$ cat src/rtl/module_serial_subtractor_pkg.sv
// Shared types and helpers for the serial subtractor: FSM state encoding and
// slice-counter sizing.
package sub_pkg;

    typedef enum logic [1:0] {
        IDLE = 2'd0,
        RUN  = 2'd1,
        DONE = 2'd2
    } sub_state_t;

    // Counter only has to reach NUM_DIGITS-1; keep at least one bit so the
    // single-slice configuration still has a legal vector.
    function automatic int cnt_width(input int num_digits);
        if (num_digits > 1) begin
            return $clog2(num_digits);
        end else begin
            return 1;
        end
    endfunction

endpackage

$ cat src/rtl/module_serial_subtractor_if.sv
// Request/result bundle of the serial subtractor. The master side issues
// operands and start; the slave side (the subtractor) returns status and results.
interface module_serial_subtractor_if #(
    parameter int SUBWIDE = 64
);
    logic               start_i;
    logic [SUBWIDE-1:0] a_i;
    logic [SUBWIDE-1:0] b_i;
    logic               borrow_i;
    logic               busy_o;
    logic               done_o;
    logic [SUBWIDE-1:0] diff_o;
    logic               borrow_o;
    logic               overflow_o;

    modport master (
        output start_i, a_i, b_i, borrow_i,
        input  busy_o, done_o, diff_o, borrow_o, overflow_o
    );

    modport slave (
        input  start_i, a_i, b_i, borrow_i,
        output busy_o, done_o, diff_o, borrow_o, overflow_o
    );
endinterface

$ cat src/rtl/module_serial_subtractor_digit.sv
// Combinational DIGIT-bit ripple-borrow slice: a - b - borrow computed as
// a + ~b + ~borrow, with the borrow-out being the inverted carry-out.
module module_digit_subtractor #(
    parameter int DIGIT = 8
) (
    input  logic [DIGIT-1:0] a_i,
    input  logic [DIGIT-1:0] b_i,
    input  logic             borrow_i,
    output logic [DIGIT-1:0] diff_o,
    output logic             borrow_o,
    output logic             msb_carry_o
);
    logic [DIGIT:0]   w_sum;
    logic [DIGIT-1:0] w_b_inv;

    assign w_b_inv  = ~b_i;
    assign w_sum    = {1'b0, a_i} + {1'b0, w_b_inv} + {{DIGIT{1'b0}}, ~borrow_i};
    assign diff_o   = w_sum[DIGIT-1:0];
    assign borrow_o = ~w_sum[DIGIT];

    // The carry entering the MSB is recovered from the MSB sum bit and its addends.
    assign msb_carry_o = w_sum[DIGIT-1] ^ a_i[DIGIT-1] ^ w_b_inv[DIGIT-1];

endmodule

$ cat src/rtl/module_serial_subtractor.sv
// Multi-cycle subtractor: diff = a - b - borrow_i, one DIGIT-bit slice per clock,
// LSB slice first. Define SUB_OVERFLOW_EN to enable signed-overflow reporting.
module module_serial_subtractor
    import sub_pkg::*;
#(
    parameter int SUBWIDE = 64,
    parameter int DIGIT   = 8
) (
    input  logic                        clk_i,
    input  logic                        rst_i,
    module_serial_subtractor_if.slave   sub_if
);
    localparam int NUM_DIGITS = SUBWIDE / DIGIT;
    localparam int CNT_W      = cnt_width(NUM_DIGITS);
    localparam logic [CNT_W-1:0] LAST_CNT = CNT_W'(NUM_DIGITS - 1);

    sub_state_t         r_state;
    logic [CNT_W-1:0]   r_cnt;
    logic [SUBWIDE-1:0] r_a;
    logic [SUBWIDE-1:0] r_b;
    logic [SUBWIDE-1:0] r_diff;
    logic               r_borrow;
    logic               r_busy;
    logic               r_done;
    logic               r_borrow_out;

    logic [DIGIT-1:0]         w_slice_diff;
    logic                     w_slice_borrow;
    logic                     w_msb_carry;
    logic                     w_last;
    logic [SUBWIDE+DIGIT-1:0] w_diff_cat;
    logic [SUBWIDE-1:0]       w_diff_next;

    module_digit_subtractor #(
        .DIGIT (DIGIT)
    ) u_digit (
        .a_i         (r_a[DIGIT-1:0]),
        .b_i         (r_b[DIGIT-1:0]),
        .borrow_i    (r_borrow),
        .diff_o      (w_slice_diff),
        .borrow_o    (w_slice_borrow),
        .msb_carry_o (w_msb_carry)
    );

    // New slice enters at the top of the result; after NUM_DIGITS shifts the
    // first slice has arrived at the bottom. Also covers DIGIT == SUBWIDE.
    assign w_diff_cat  = {w_slice_diff, r_diff} >> DIGIT;
    assign w_diff_next = w_diff_cat[SUBWIDE-1:0];
    assign w_last      = (r_cnt == LAST_CNT);

`ifdef SUB_OVERFLOW_EN
    logic r_overflow;

    // Signed overflow captured from the final slice only.
    always_ff @(posedge clk_i) begin
        if (rst_i) begin
            r_overflow <= 1'b0;
        end else if ((r_state == RUN) && w_last) begin
            r_overflow <= w_msb_carry ^ ~w_slice_borrow;
        end else begin
            r_overflow <= r_overflow;
        end
    end

    assign sub_if.overflow_o = r_overflow;
`else
    logic w_unused_msb_carry;
    assign w_unused_msb_carry = w_msb_carry;
    assign sub_if.overflow_o  = 1'b0;
`endif

    // FSM, slice counter, operand/result shift registers and status outputs.
    always_ff @(posedge clk_i) begin
        if (rst_i) begin
            r_state      <= IDLE;
            r_cnt        <= '0;
            r_a          <= '0;
            r_b          <= '0;
            r_diff       <= '0;
            r_borrow     <= 1'b0;
            r_busy       <= 1'b0;
            r_done       <= 1'b0;
            r_borrow_out <= 1'b0;
        end else begin
            case (r_state)
                IDLE: begin
                    r_done <= 1'b0;
                    if (sub_if.start_i) begin
                        r_a      <= sub_if.a_i;
                        r_b      <= sub_if.b_i;
                        r_borrow <= sub_if.borrow_i;
                        r_cnt    <= '0;
                        r_busy   <= 1'b1;
                        r_state  <= RUN;
                    end else begin
                        r_busy   <= 1'b0;
                    end
                end
                RUN: begin
                    r_diff   <= w_diff_next;
                    r_a      <= r_a >> DIGIT;
                    r_b      <= r_b >> DIGIT;
                    r_borrow <= w_slice_borrow;
                    r_cnt    <= r_cnt + CNT_W'(1);
                    if (w_last) begin
                        r_borrow_out <= w_slice_borrow;
                        r_busy       <= 1'b0;
                        r_done       <= 1'b1;
                        r_state      <= DONE;
                    end else begin
                        r_busy       <= 1'b1;
                    end
                end
                DONE: begin
                    r_done  <= 1'b0;
                    r_busy  <= 1'b0;
                    r_state <= IDLE;
                end
                default: begin
                    r_done  <= 1'b0;
                    r_busy  <= 1'b0;
                    r_state <= IDLE;
                end
            endcase
        end
    end

    assign sub_if.busy_o   = r_busy;
    assign sub_if.done_o   = r_done;
    assign sub_if.diff_o   = r_diff;
    assign sub_if.borrow_o = r_borrow_out;

endmodule

$ cat src/flat_wrapper.sv
// flat-port wrapper written by rule: the top's interface ports become plain ports
module module_serial_subtractor_flat import sub_pkg::*;
#(
    parameter int SUBWIDE = 64,
    parameter int DIGIT   = 8
)
  (clk_i, rst_i, sub_if_start_i, sub_if_a_i, sub_if_b_i, sub_if_borrow_i, sub_if_busy_o, sub_if_done_o, sub_if_diff_o, sub_if_borrow_o, sub_if_overflow_o);
  module_serial_subtractor_if #(.SUBWIDE(SUBWIDE)) sub_if_i ();
  input  logic clk_i;
  input  logic rst_i;
  input wire logic [$bits(sub_if_i.start_i)-1:0] sub_if_start_i;
  input wire logic [$bits(sub_if_i.a_i)-1:0] sub_if_a_i;
  input wire logic [$bits(sub_if_i.b_i)-1:0] sub_if_b_i;
  input wire logic [$bits(sub_if_i.borrow_i)-1:0] sub_if_borrow_i;
  output wire logic [$bits(sub_if_i.busy_o)-1:0] sub_if_busy_o;
  output wire logic [$bits(sub_if_i.done_o)-1:0] sub_if_done_o;
  output wire logic [$bits(sub_if_i.diff_o)-1:0] sub_if_diff_o;
  output wire logic [$bits(sub_if_i.borrow_o)-1:0] sub_if_borrow_o;
  output wire logic [$bits(sub_if_i.overflow_o)-1:0] sub_if_overflow_o;
  assign sub_if_i.start_i = sub_if_start_i;
  assign sub_if_i.a_i = sub_if_a_i;
  assign sub_if_i.b_i = sub_if_b_i;
  assign sub_if_i.borrow_i = sub_if_borrow_i;
  assign sub_if_busy_o = sub_if_i.busy_o;
  assign sub_if_done_o = sub_if_i.done_o;
  assign sub_if_diff_o = sub_if_i.diff_o;
  assign sub_if_borrow_o = sub_if_i.borrow_o;
  assign sub_if_overflow_o = sub_if_i.overflow_o;
  module_serial_subtractor #(.SUBWIDE(SUBWIDE), .DIGIT(DIGIT)) u_core (.clk_i(clk_i), .rst_i(rst_i), .sub_if(sub_if_i));
endmodule
$ cat config.mk
export PLATFORM = sky130hd
export DESIGN_NAME = module_serial_subtractor_flat
export DESIGN_NICKNAME = d
export VERILOG_FILES = /design/src/rtl/module_serial_subtractor_pkg.sv /design/src/rtl/module_serial_subtractor_if.sv /design/src/rtl/module_serial_subtractor_digit.sv /design/src/rtl/module_serial_subtractor.sv /design/src/flat_wrapper.sv
export SDC_FILE = /design/constraint.sdc
export NUM_CORES = 1
export LEC_CHECK = 0
export CAP_MARGIN = 40
export CORE_MARGIN = 10
export CORE_UTILIZATION = 50
export DETAILED_ROUTE_END_ITERATION = 16
export HOLD_SLACK_MARGIN = 0.15
export PLACE_DENSITY = 0.76
export SYNTH_ARGS = -nofsm -noshare
export SYNTH_HDL_FRONTEND = slang
export SYNTH_HIERARCHICAL = 1
export SYNTH_SLANG_ARGS = --single-unit
export TNS_END_PERCENT = 5
$ cat constraint.sdc
create_clock -name clk_i -period 3.35 [get_ports clk_i]
set_clock_uncertainty 0.2 [all_clocks]
set_input_delay 0.67 -clock clk_i [delete_from_list [all_inputs] [get_ports clk_i]]
set_output_delay 0.67 -clock clk_i [all_outputs]
set_load 0.01 [all_outputs]
==> metrics.txt <==
# TYPE chip_impl_metric gauge
chip_impl_info{name="status",value="completed"} 1
chip_impl_metric{name="post_dp_cell_area",unit="um2"} 10500
chip_impl_info{name="clock-root-buffer",value="sky130_fd_sc_hd__clkbuf_16"} 1
chip_impl_metric{name="critPathMaxStageDelay",unit="ns"} 0.45
chip_impl_info{name="path_common_cell",value="sky130_fd_sc_hd__fa_1"} 1
chip_impl_metric{name="layout.cell_area.non_filler",unit="um2"} 11300
chip_impl_metric{name="cp_data_required_time",unit="ns"} 3.55
chip_impl_metric{name="grt.overflow.total",unit=""} 0
chip_impl_metric{name="hpwl",unit="um"} 15400
chip_impl_metric{name="layout_cells_sized_above_1",unit=""} 0.152
chip_impl_metric{name="pin_count_of_the_biggest_net_entering_global_routing",unit=""} 80
chip_impl_metric{name="chipHeight",unit="um"} 150
chip_impl_metric{name="clock_power_share",unit=""} 0.429
chip_impl_metric{name="route.antenna.remaining_nets",unit=""} 0
chip_impl_metric{name="final.setup.tns",unit="ns"} 0
chip_impl_metric{name="setup_viol",unit=""} 0
chip_impl_metric{name="crit_cells",unit=""} 9
chip_impl_metric{name="final_max_slew_viol_count",unit=""} 0
chip_impl_info{name="tritoncts",value="yes"} 1
chip_impl_metric{name="internal_power",unit="W"} 0.00463
chip_impl_metric{name="max_clock_freq",unit="MHz"} 355
chip_impl_metric{name="clkTransAtPathRegs",unit="ns"} 0.06
chip_impl_metric{name="design.portCount",unit=""} 200
chip_impl_info{name="worst_setup_ep",value="u_core/r_borrow"} 1
chip_impl_metric{name="tritoncts_num_sinks",unit=""} 201
chip_impl_metric{name="cts_post_setup_buffers_inserted",unit=""} 0
chip_impl_metric{name="swShare",unit=""} 0.247
chip_impl_metric{name="drc_errors",unit=""} 0
chip_impl_metric{name="antenna_found_initial",unit=""} 2
chip_impl_metric{name="routed-via-count",unit=""} 7224
chip_impl_metric{name="tightest_slew",unit="ns"} 0.760
chip_impl_metric{name="detailedRoute.firstIterationViolations",unit=""} 518
chip_impl_metric{name="route.detailed.vias_per_inst",unit=""} 5.17
chip_impl_metric{name="floorplan.initialDensity",unit=""} 0.509
chip_impl_metric{name="post_synthesis_cell_count",unit=""} 1003
chip_impl_metric{name="ys.warnings.count",unit=""} 6
chip_impl_metric{name="dieWidth",unit="um"} 150
chip_impl_metric{name="gp_routability_congestion",unit=""} 0.787
chip_impl_metric{name="power.combinational.fraction",unit=""} 0.142
chip_impl_metric{name="post_synth.cell_area_avg",unit="um2"} 8.39
chip_impl_metric{name="largest_driver_fanout_on_the_critical_path",unit=""} 3
chip_impl_metric{name="hold_buffers",unit=""} 0
chip_impl_metric{name="leakage_dissipation",unit="nW"} 4.29
chip_impl_info{name="cp_cell_sequence",value="inv_1, fa_1, fa_1, a21o_2, a21oi_1, o21ai_1, o41ai_1, nor2_1, nor4_1"} 1
chip_impl_metric{name="postCtsResizedCells",unit=""} 0
chip_impl_metric{name="port_buffers",unit=""} 198
chip_impl_metric{name="depth_of_the_worst_register_to_register_path",unit=""} 9
chip_impl_metric{name="netSwitchingPower",unit="W"} 0.00152
chip_impl_info{name="rr_startpoint",value="u_core/r_b[0]"} 1
chip_impl_metric{name="data_arrival_at_the_endpoint_of_the_critical_path",unit="ns"} 3.02
chip_impl_info{name="worst_r2r_endpoint",value="u_core/r_borrow"} 1
chip_impl_metric{name="average_wire_per_cell_in_the_routed_design",unit="um"} 16.2
chip_impl_metric{name="sequential_share_of_power",unit=""} 0.430
chip_impl_metric{name="vdd_ir_drop_max",unit="mV"} 0.393
chip_impl_metric{name="max_slew_margin",unit=""} 0.493
chip_impl_metric{name="worst_skew_late_latency",unit="ns"} 0.49
chip_impl_metric{name="totalWireLength",unit="um"} 22600
chip_impl_info{name="type_of_origin_of_the_critical_path",value="flop"} 1
chip_impl_metric{name="fin_nets",unit=""} 1304
chip_impl_metric{name="hold_violations",unit=""} 0
chip_impl_metric{name="core",unit="um2"} 16500
chip_impl_info{name="critPathCaptureType",value="flop"} 1
chip_impl_metric{name="synth_area",unit="um2"} 8410
chip_impl_metric{name="layout-area-overhead-vs-synth",unit="%"} 33.8
chip_impl_metric{name="rrSetupSlack",unit="ns"} 0.54
chip_impl_metric{name="power.density",unit="nW/um2"} 547
chip_impl_metric{name="floorplan.die_area",unit="um2"} 22400
chip_impl_metric{name="max_cap_violations",unit=""} 0
chip_impl_metric{name="cts-buffers-inserted",unit=""} 22
chip_impl_info{name="worst_path_dominant_cell_family",value="compound AO/OA/AOI/OAI gates"} 1
chip_impl_metric{name="clockBufferDepth",unit=""} 3
chip_impl_info{name="hold_path.class",value="reg -> reg"} 1
chip_impl_metric{name="via_count_of_the_first_global_routing_pass",unit=""} 7139
chip_impl_info{name="crit_path_start",value="u_core/r_b[0]"} 1
chip_impl_metric{name="gr-usage-all-layers",unit=""} 0.192
chip_impl_info{name="rsz0062_at_grt",value="false"} 1
chip_impl_metric{name="grt_pass1_wl",unit="um"} 36200
chip_impl_info{name="timing_worst_setup_path_type",value="reg -> reg"} 1
chip_impl_metric{name="timing.critical_path.buf_inv",unit=""} 1
chip_impl_metric{name="finalCritPeriodShare",unit=""} 0.840
chip_impl_metric{name="synth.net_count",unit=""} 1146
chip_impl_info{name="worst_path_max_delay_cell",value="sky130_fd_sc_hd__fa_1"} 1
chip_impl_metric{name="clock_tree.htree_level_count",unit=""} 1
chip_impl_metric{name="standard_cell_row_count",unit=""} 47
chip_impl_metric{name="finalWorstPathRequiredPeriod",unit="ns"} 2.81
chip_impl_metric{name="first_pass_iters",unit=""} 5
sequential cells by signal (all words and copies together) (netlist names):
| name | flops |
|---|---|
| u_core/r_b | 64 |
| u_core/sub_if.busy_o | 1 |
| u_core/r_cnt | 3 |
| u_core/r_state | 2 |
| u_core/sub_if.done_o | 1 |
| u_core/sub_if.borrow_o | 1 |
| u_core/r_a | 64 |
| u_core/sub_if.diff_o | 64 |
| u_core/r_borrow | 1 |
layer usage:
| layer | GRT usage | routed length [um] | vias up |
|---|---|---|---|
| met1 | 0.244 | 9800 | 3353 |
| met4 | 0.0462 | 286 | 4 |
| li1 | - | - | 3655 |
| met5 | 0 | 28 | - |
| met3 | 0.0540 | 1670 | 27 |
| met2 | 0.318 | 10800 | 185 |
power by group through the flow:
stage | Combinational (W) | Sequential, W | Clock [W]
after floorplan | 0.000554 | 0.00267 | 0
after global placement | 0.000859 | 0.00269 | 0
after detailed placement | 0.000870 | 0.00269 | 0
after CTS | 0.000876 | 0.00264 | 0.00268
after global routing | 0.000961 | 0.00266 | 0.00278
final | 0.000871 | 0.00264 | 0.00264
stage by stage:
stage          total power [W]  utilization  cells  hold slack [ns]  setup slack (ns)
2_1_floorplan          0.00323            -   1003            0.243             0.770
3_3_place_gp           0.00355        0.632   1357            0.243             0.624
3_5_place_dp           0.00356        0.632   1357            0.253             0.547
4_1_cts                0.00620        0.681   1395            0.261             0.538
5_1_grt                0.00640        0.681   1395            0.285             0.338
6_report               0.00615        0.681   1396            0.257             0.536
how the worst min path moves through the flow:
stage	start	slack, ns	endpoint	depth (start not counted)
2_1_floorplan	u_core/r_a[60]	0.24	u_core/r_a[60]	1
3_3_place_gp	u_core/sub_if.diff_o[2]	0.24	u_core/sub_if.diff_o[2]	2
3_5_place_dp	u_core/sub_if.diff_o[3]	0.25	u_core/sub_if.diff_o[3]	2
4_1_cts	u_core/sub_if.diff_o[3]	0.26	u_core/sub_if.diff_o[3]	2
5_1_grt	u_core/r_a[63]	0.29	u_core/r_a[63]	1
6_report	u_core/sub_if.diff_o[3]	0.26	u_core/sub_if.diff_o[3]	2
placed cells by master, fill, tap and decap left out, drive strengths merged, types with 9 or more instances in the layout:
cell	count
a21oi	68
a22o	18
buf	13
clkbuf	31
clkdlybuf4s50	197
dfxtp	201
ha	9
inv	12
nand2	130
nor2	344
nor4	113
tightest hold or removal path: cells and delay by family (launching register included):
family / cells / cell delay [ns]
flip-flops: 1 / 0.31
AND/OR/NAND/NOR: 1 / 0.05
AO/OA/AOI/OAI: 1 / 0.05
cell type report:
class                   count  area [um2]
flip-flops and latches    201        4020
well taps                 220         275
clock inverters             7         144
inverters                  11        41.3
clock buffers              31         656
multi-input cells         715        3950
fillers                  1350        5270
repair buffers            210        2160
diodes                      1        2.50
Power figures use the tool's default switching activity.
